==> src/rtl/ser_arb_pkg.sv <==
// ser_arb_pkg: shared FSM state type and burst-counter width for ser_arbiter.
package ser_arb_pkg;
    localparam int CNT_W = 8;
    typedef enum logic {IDLE, BURST} state_t;
endpackage

==> src/rtl/ser_arbiter_if.sv <==
// ser_arbiter_if: requester-side and serializer-side handshake bundle of ser_arbiter.
interface ser_arbiter_if #(
    parameter int NUM_REQ = 4,
    parameter int WIDTH   = 20
);
    localparam int IW = $clog2(NUM_REQ);
    logic [NUM_REQ-1:0]       req_valid_i;
    logic [NUM_REQ*WIDTH-1:0] req_data_i;
    logic [NUM_REQ-1:0]       req_ready_o;
    logic [WIDTH-1:0]         ser_data_o;
    logic                     ser_valid_o;
    logic                     ser_ready_i;
    logic [IW-1:0]            grant_o;
    logic                     busy_o;
    modport master (
        output req_valid_i, req_data_i, ser_ready_i,
        input  req_ready_o, ser_data_o, ser_valid_o, grant_o, busy_o
    );
    modport slave (
        input  req_valid_i, req_data_i, ser_ready_i,
        output req_ready_o, ser_data_o, ser_valid_o, grant_o, busy_o
    );
endinterface

==> src/rtl/ser_arbiter_rr_pick.sv <==
// rr_pick: first set request scanning upward from ptr with wrap, plus any-request flag.
module rr_pick #(
    parameter int NUM_REQ = 4,
    localparam int IW = $clog2(NUM_REQ)
) (
    input  logic [NUM_REQ-1:0] req,
    input  logic [IW-1:0]      ptr,
    output logic [IW-1:0]      grant,
    output logic               any
);
    logic [IW-1:0] idx;
    assign any = |req;
    // Scan downward so the lowest offset from ptr is written last and wins.
    always_comb begin
        grant = '0;
        idx   = '0;
        for (int i = NUM_REQ - 1; i >= 0; i--) begin
            idx = IW'((int'(ptr) + i) % NUM_REQ);
            if (req[idx]) grant = idx;
        end
    end
endmodule

==> src/rtl/ser_arbiter.sv <==
// ser_arbiter: round-robin burst arbiter feeding one serializer word stream.
// Define SER_ARB_PRIO_EN to give requester 0 priority whenever a new burst starts.
module ser_arbiter
    import ser_arb_pkg::*;
#(
    parameter int NUM_REQ   = 4,
    parameter int WIDTH     = 20,
    parameter int BURST_LEN = 8
) (
    input logic         clk,
    input logic         reset,
    ser_arbiter_if.slave bus
);
    localparam int IW = $clog2(NUM_REQ);
    state_t           state;
    logic [IW-1:0]    rr_ptr, grant, pick, rr_grant, next_ptr;
    logic [CNT_W-1:0] cnt;
    logic             any, ser_valid, can_take, accept, last;
    logic [WIDTH-1:0] ser_data;
    rr_pick #(.NUM_REQ(NUM_REQ)) u_pick (
        .req   (bus.req_valid_i),
        .ptr   (rr_ptr),
        .grant (rr_grant),
        .any   (any)
    );
`ifdef SER_ARB_PRIO_EN
    assign pick = bus.req_valid_i[0] ? '0 : rr_grant;
`else
    assign pick = rr_grant;
`endif
    // The output register can take a word when empty or being drained this cycle.
    assign can_take        = !ser_valid || bus.ser_ready_i;
    assign accept          = state == BURST && bus.req_valid_i[grant] && can_take;
    assign last            = accept && cnt == CNT_W'(BURST_LEN - 1);
    assign next_ptr        = grant == IW'(NUM_REQ - 1) ? '0 : grant + 1'b1;
    assign bus.req_ready_o = (state == BURST && can_take) ? NUM_REQ'(1) << grant : '0;
    assign bus.ser_data_o  = ser_data;
    assign bus.ser_valid_o = ser_valid;
    assign bus.grant_o     = grant;
    assign bus.busy_o      = state == BURST;
    always_ff @(posedge clk or posedge reset) begin
        if (reset) begin
            state     <= IDLE;
            rr_ptr    <= '0;
            cnt       <= '0;
            grant     <= '0;
            ser_valid <= 1'b0;
            ser_data  <= '0;
        end else begin
            if (accept) begin
                ser_data  <= bus.req_data_i[int'(grant)*WIDTH +: WIDTH];
                ser_valid <= 1'b1;
            end else if (bus.ser_ready_i) begin
                ser_valid <= 1'b0;
            end
            if (state == IDLE) begin
                if (any) begin
                    state <= BURST;
                    grant <= pick;
                    cnt   <= '0;
                end
            end else if (!bus.req_valid_i[grant] || last) begin
                state  <= IDLE;
                rr_ptr <= next_ptr;
            end else if (accept) begin
                cnt <= cnt + 1'b1;
            end
        end
    end
endmodule

==> src/flat_wrapper.sv <==
// flat-port wrapper written by rule: the top's interface ports become plain ports
module ser_arbiter_flat import ser_arb_pkg::*;
#(
    parameter int NUM_REQ   = 4,
    parameter int WIDTH     = 20,
    parameter int BURST_LEN = 8
)
  (clk, reset, bus_req_valid_i, bus_req_data_i, bus_ser_ready_i, bus_req_ready_o, bus_ser_data_o, bus_ser_valid_o, bus_grant_o, bus_busy_o);
  ser_arbiter_if #(.NUM_REQ(NUM_REQ), .WIDTH(WIDTH)) bus_i ();
  input logic clk;
  input logic reset;
  input wire logic [$bits(bus_i.req_valid_i)-1:0] bus_req_valid_i;
  input wire logic [$bits(bus_i.req_data_i)-1:0] bus_req_data_i;
  input wire logic [$bits(bus_i.ser_ready_i)-1:0] bus_ser_ready_i;
  output wire logic [$bits(bus_i.req_ready_o)-1:0] bus_req_ready_o;
  output wire logic [$bits(bus_i.ser_data_o)-1:0] bus_ser_data_o;
  output wire logic [$bits(bus_i.ser_valid_o)-1:0] bus_ser_valid_o;
  output wire logic [$bits(bus_i.grant_o)-1:0] bus_grant_o;
  output wire logic [$bits(bus_i.busy_o)-1:0] bus_busy_o;
  assign bus_i.req_valid_i = bus_req_valid_i;
  assign bus_i.req_data_i = bus_req_data_i;
  assign bus_i.ser_ready_i = bus_ser_ready_i;
  assign bus_req_ready_o = bus_i.req_ready_o;
  assign bus_ser_data_o = bus_i.ser_data_o;
  assign bus_ser_valid_o = bus_i.ser_valid_o;
  assign bus_grant_o = bus_i.grant_o;
  assign bus_busy_o = bus_i.busy_o;
  ser_arbiter #(.NUM_REQ(NUM_REQ), .WIDTH(WIDTH), .BURST_LEN(BURST_LEN)) u_core (.clk(clk), .reset(reset), .bus(bus_i));
endmodule
==> config.mk <==
export PLATFORM = sky130hd
export DESIGN_NAME = ser_arbiter_flat
export DESIGN_NICKNAME = d
export VERILOG_FILES = /design/src/rtl/ser_arb_pkg.sv /design/src/rtl/ser_arbiter_if.sv /design/src/rtl/ser_arbiter_rr_pick.sv /design/src/rtl/ser_arbiter.sv /design/src/flat_wrapper.sv
export SDC_FILE = /design/constraint.sdc
export NUM_CORES = 1
export LEC_CHECK = 0
export CORE_MARGIN = 8
export CORE_UTILIZATION = 42
export CTS_CLUSTER_SIZE = 40
export DETAILED_ROUTE_END_ITERATION = 10
export HOLD_SLACK_MARGIN = 0.08
export PLACE_DENSITY = 0.86
export SYNTH_ARGS = -nofsm -noshare
export SYNTH_HDL_FRONTEND = slang
export SYNTH_SLANG_ARGS = --single-unit
==> constraint.sdc <==
create_clock -name clk -period 3.6 [get_ports clk]
set_input_delay 0.36 -clock clk [delete_from_list [all_inputs] [get_ports clk]]
set_output_delay 0.36 -clock clk [all_outputs]
set_load 0.02 [all_outputs]
After elaboration in Yosys (flattened, before gate mapping) --
Index checks and enable logic that the tools add are counted.
Cells by class: $add $sub $neg 5, multiply operators 1, magnitude comparators 5, eq/ne operators 4, shifts and indexed selects 2, mux-type cells 25, bitwise logic cells 1, reductions and logical operators 14
Operators with widths (count):
- $shiftx 80x32->20 | 1
- $mux 8 | 4
- $lt 2x3->1 const B | 5
- $bmux 1 s2 | 5
- $mux 1 | 10
- $mux 2 | 5
- $add 8x1->8 const B | 1
- $eq 8x3->1 const B | 1
- $mul 2x3->5 const B | 1
- $add 2x1->2 const B | 2
- $add 2x2->2 const B | 2
- $logic_and 1x1->1 | 4
- $mux 4 | 1
- $ne 2x2->1 const B | 2
- $reduce_and 2->1 | 2
- $reduce_bool 2->1 | 2
- $reduce_or 4->1 | 1
- $shl 1x2->4 const A | 1
- $reduce_and 3->1 | 1
- $eq 2x2->1 const B | 1
- $logic_not 1->1 | 2
- $logic_or 1x1->1 | 2
- $not 1->1 | 1
Word-level totals: register bits after elaboration 34, output and inout port bits 28, word-level logic and storage cells 63

Longest topological paths before layout --
depth after elaboration 8, depth in mapped cells 6

Modules after synthesis --
A second synthesis with hierarchy kept.
Second synthesis, totals: cells, all modules 155, area total of the unflattened synthesis 2128.3 um^2
Modules (own cells, without submodules):
- ser_arbiter | instances 1, cells an instance 142, area each 2050.7 um^2, sequential area each 850.8 um^2
- rr_pick | instances 1, cells an instance 13, area each 77.6 um^2, sequential area each 0.0 um^2

Least setup slack after synthesis --
OpenSTA, ideal clock, no wires.
path type reg-to-reg, from register u_core.grant[1] (netlist: u_core.bus.grant_o[1]), to register u_core.ser_data[0] (netlist: u_core.bus.ser_data_o[0]), setup time 0.125 ns, arrival 1.770 ns, data required time 3.475 ns, slack 1.705 ns, cell stages (with the launch flop) 6, path buffers 2, clock period less this slack 1.895 ns, cells stage by stage dfrtp_1 > buf_4 > mux4_2 > nand3_2 > buf_4 > mux2_2
Between the ends: cells in the longest elaborated chain, start to end 4, elaborated cells on any way between the ends 6
Ends and longest elaborated chain:
- start, declared | line ser_arbiter.sv:16 | logic [IW-1:0] rr_ptr, grant, pick, rr_grant, next_ptr;
- start signal, assigned | line ser_arbiter.sv:59 | grant <= pick;
- branches (longest 4 deep; another with $mul 2x3->5)
- end signal, assigned | line ser_arbiter.sv:51 | ser_data <= bus.req_data_i[int'(grant)*WIDTH +: WIDTH];
- end, declared | line ser_arbiter.sv:19 | logic [WIDTH-1:0] ser_data;
Parallel ways; which one is timed is not known. The select of a mux whose other input is x is not followed. A chain may end at the register's enable or synchronous reset.

Worst setup path in the final report --
from register u_core.grant[1] (netlist: u_core.bus.grant_o[1]), to output port bus_req_ready_o[0]
Between the ends: cells in the longest elaborated chain, start to end 2
Ends and longest elaborated chain:
- $shl 1x2->4 | line ser_arbiter.sv:36 | assign bus.req_ready_o = (state == BURST && can_take) ? NUM_REQ'(1) << grant : '0;
- $mux 4 | line ser_arbiter.sv:36
- end, declared | line flat_wrapper.sv:15 | output wire logic [$bits(bus_i.req_ready_o)-1:0] bus_req_ready_o;
No other way between the ends.

==> results_dict.tcl <==
set metrics [dict create \
    status "completed" \
    finalHoldViolCount 0 \
    slowest_delay_ns 0.72 \
    ys_top_cells_by_area "dfrtp_1 (41%), mux4_2 (23%), mux2_2 (11%)" \
    port_buffers 114 \
    power.density_nw_per_um2 720 \
    grt_pass1_vias 1921 \
    final_common_cell "clkdlybuf4s50_1" \
    cp_slowest_cell "dfrtp_1" \
    die_w_um 86.7 \
    placed_cells 332 \
    cp_data_required_time_ns 3.24 \
    drive_gt1_share_pct 19.8 \
    first_pass_iters 4 \
    skew_ns 0.00479 \
    hold_class "register to register" \
    cp-start-kind "register" \
    ys_ff_latch 34 \
    layout.cells.non_filler 340 \
    slew_headroom_pct 38.1 \
    synth_cell_types 29 \
    end_kind "output port" \
    area_delta_synth_final_pct 60.8 \
    p_total_mw 2.43 \
    postRouteAntennaNets 0 \
    drt_iter0_markers 80 \
    syn_nets 251 \
    track_usage_pct 16.3 \
    ys_seq_area_share_pct 40.5 \
    fin_crit_sh_pct 75.7 \
    max_freq_mhz 367 \
    clockBufferDepth 2 \
    cts_setup_buffers 0 \
    fp-row-count 25 \
    worstRegToRegCells 4 \
    dpl.hpwl_mm 4.89 \
    final_max_slew_viol_count 0 \
    path_class "register to output port" \
    grt_pass1_wl_mm 9.52 \
    cp_max_fo 17 \
    place_congestion 0.837 \
    hold-worst-slack_ns 0.506 \
    synthesis.instances 159 \
    grt_max_degree 32 \
    wl_per_cell_um 18.0 \
    vias 1817 \
    period_needed_ns 2.72 \
    core_area_um2 4790 \
    avgViaCountPerCell 5.34 \
    maxCapViolations 0 \
    route.final.wire_length_mm 6.11 \
    crit_chain "buf_4, inv_1, ha_1, and3_1, clkdlybuf4s50_1" \
    drc_errors 0 \
    root_buffer "clkbuf_8" \
    total_leakage_power_nw 1.34 \
    clk_pin_slew_worst_paths_ns 0.06 \
    syn-cell-area_um2 2100 \
    synth_top_area_cell "dfrtp_1" \
    tightest_slew_ns 0.927 \
    cts_buffers 5 \
    yosys_warnings 0 \
    syn_avg_cell_area_um2 13.2 \
    die_h_um 86.7 \
    start_util_pct 43.9 \
    finalSetupViolCount 0 \
    layout_common_cells "clkdlybuf4s50_1 (114), dfrtp_1 (34), mux4_2 (21)" \
    fin_nets 364 \
    postCtsHoldBufs 0 \
    antenna_found_initial 0 \
    setup_tns_ns 0 \
    n_antenna_cell 0 \
    grt_setup_unrepaired "no" \
    htree_num_levels 2 \
    grt.overflow.total 0 \
    hold_depth 1 \
    critPathArrivalTime_ns 2.36 \
    ir_drop_mv 0.489 \
    dieArea_um2 7520 \
    cts_sinks 34 \
    clkLatencyLatePin_ns 0.29 \
    num_io_pins 115 \
    cts_resized 0 \
    cts_tree "yes" \
    yosysTopAreaCellShare_pct 40.5 \
]
[where the power goes]
part	total (mW)	internal [mW]	switching, mW
sequential	0.714	0.552	0.162
clock	0.290	0.154	0.135
combinational	1.43	0.805	0.623
[cells by family (layout without fill, tap and decap cells)]
| logic type | after synthesis | in the layout | synth area share [%] |
|---|---|---|---|
| DFF | 34 | 34 | 40.5 |
| muxes | 51 | 51 | 38.1 |
| and+or+nand+nor | 40 | 40 | 9.95 |
| AOI/OAI and AO/OA | 13 | 13 | 4.65 |
| buffers and inverters | 16 | 130 | 3.81 |
| adders and majority gates | 5 | 5 | 2.98 |
[per-stage QoR]
step | worst slack (ns) | instance area (um2) | utilization, %
after global routing | 0.761 | 3380 | 70.6
after floorplan | 1.71 | 2100 | -
after CTS | 0.865 | 3380 | 70.6
final | 0.875 | 3380 | 70.6
after global placement | 1.02 | 3290 | 68.7
after detailed placement | 0.917 | 3290 | 68.7
[sequential cells by signal (all words and copies together) (netlist names)]
register                flops
u_core.bus.busy_o           1
u_core.bus.ser_valid_o      1
u_core.bus.grant_o          2
u_core.rr_ptr               2
u_core.cnt                  8
u_core.bus.ser_data_o      20
[per-layer routing]
metal | global-route usage [%] | vias to the layer above | share of wire (%)
met3 | 6.24 | 7 | 9.3
met1 | 17.8 | 889 | 39
li1 | - | 836 | -
met5 | 0 | - | 0
met2 | 28.2 | 85 | 51
met4 | 5.16 | 0 | 1.1
[path summary, 6_finish.rpt]
path / end / startpoint / slack [ns]
worst max-delay path: bus_req_ready_o[0] / u_core.bus.grant_o[1]$_DFFE_PP0P_ / 0.88
worst min-delay path: u_core.bus.ser_data_o[18]$_DFFE_PP0P_ / u_core.bus.ser_data_o[18]$_DFFE_PP0P_ / 0.51
worst max register to register: u_core.cnt[3]$_DFFE_PP0P_ / u_core.bus.grant_o[1]$_DFFE_PP0P_ / 1.08
worst min register to register: u_core.bus.ser_data_o[18]$_DFFE_PP0P_ / u_core.bus.ser_data_o[18]$_DFFE_PP0P_ / 0.51
max in group asynchronous: u_core.cnt[4]$_DFFE_PP0P_ / reset / 2.32
min in group asynchronous: u_core.cnt[2]$_DFFE_PP0P_ / reset / 0.58
[layout make-up]
cell class	instances	area, um2
repair buffers	117	1160
flip-flops and latches	34	851
clock inverters	1	5.00
multi-input cells	109	1170
clock buffers	7	86.3
well taps	67	83.8
inverters	5	18.8
fillers	341	1410
[Yosys cell counts]
| cell | instances |
|---|---|
| buf_4 | 4 |
| nor2_1 | 7 |
| nand3_2 | 1 |
| o31ai_1 | 2 |
| o211ai_1 | 1 |
| and3_1 | 6 |
| nor2b_1 | 1 |
| inv_1 | 5 |
| clkbuf_1 | 3 |
| a311o_2 | 1 |
| nand3_1 | 3 |
| nor3_1 | 1 |
| nor3_2 | 1 |
| dfrtp_1 | 34 |
| or4_1 | 2 |
| o41ai_1 | 3 |
| nand2b_1 | 4 |
| mux4_2 | 21 |
| nand2_1 | 12 |
| mux2_1 | 2 |
| buf_2 | 4 |
| nor4_1 | 1 |
| o21ai_0 | 1 |
| ha_1 | 5 |
| nor3b_1 | 1 |
| mux2_2 | 20 |
| a21oi_1 | 3 |
| mux2i_1 | 8 |
| o311ai_0 | 2 |
[worst max-delay path: cells and delay by family (launching register included)]
family / cells / cell delay (ns)
adders and majority gates: 1 / 0.18
buffers and inverters: 3 / 1.00
and+or+nand+nor: 1 / 0.16
DFF: 1 / 0.72
(Power assumes the default switching activity.)
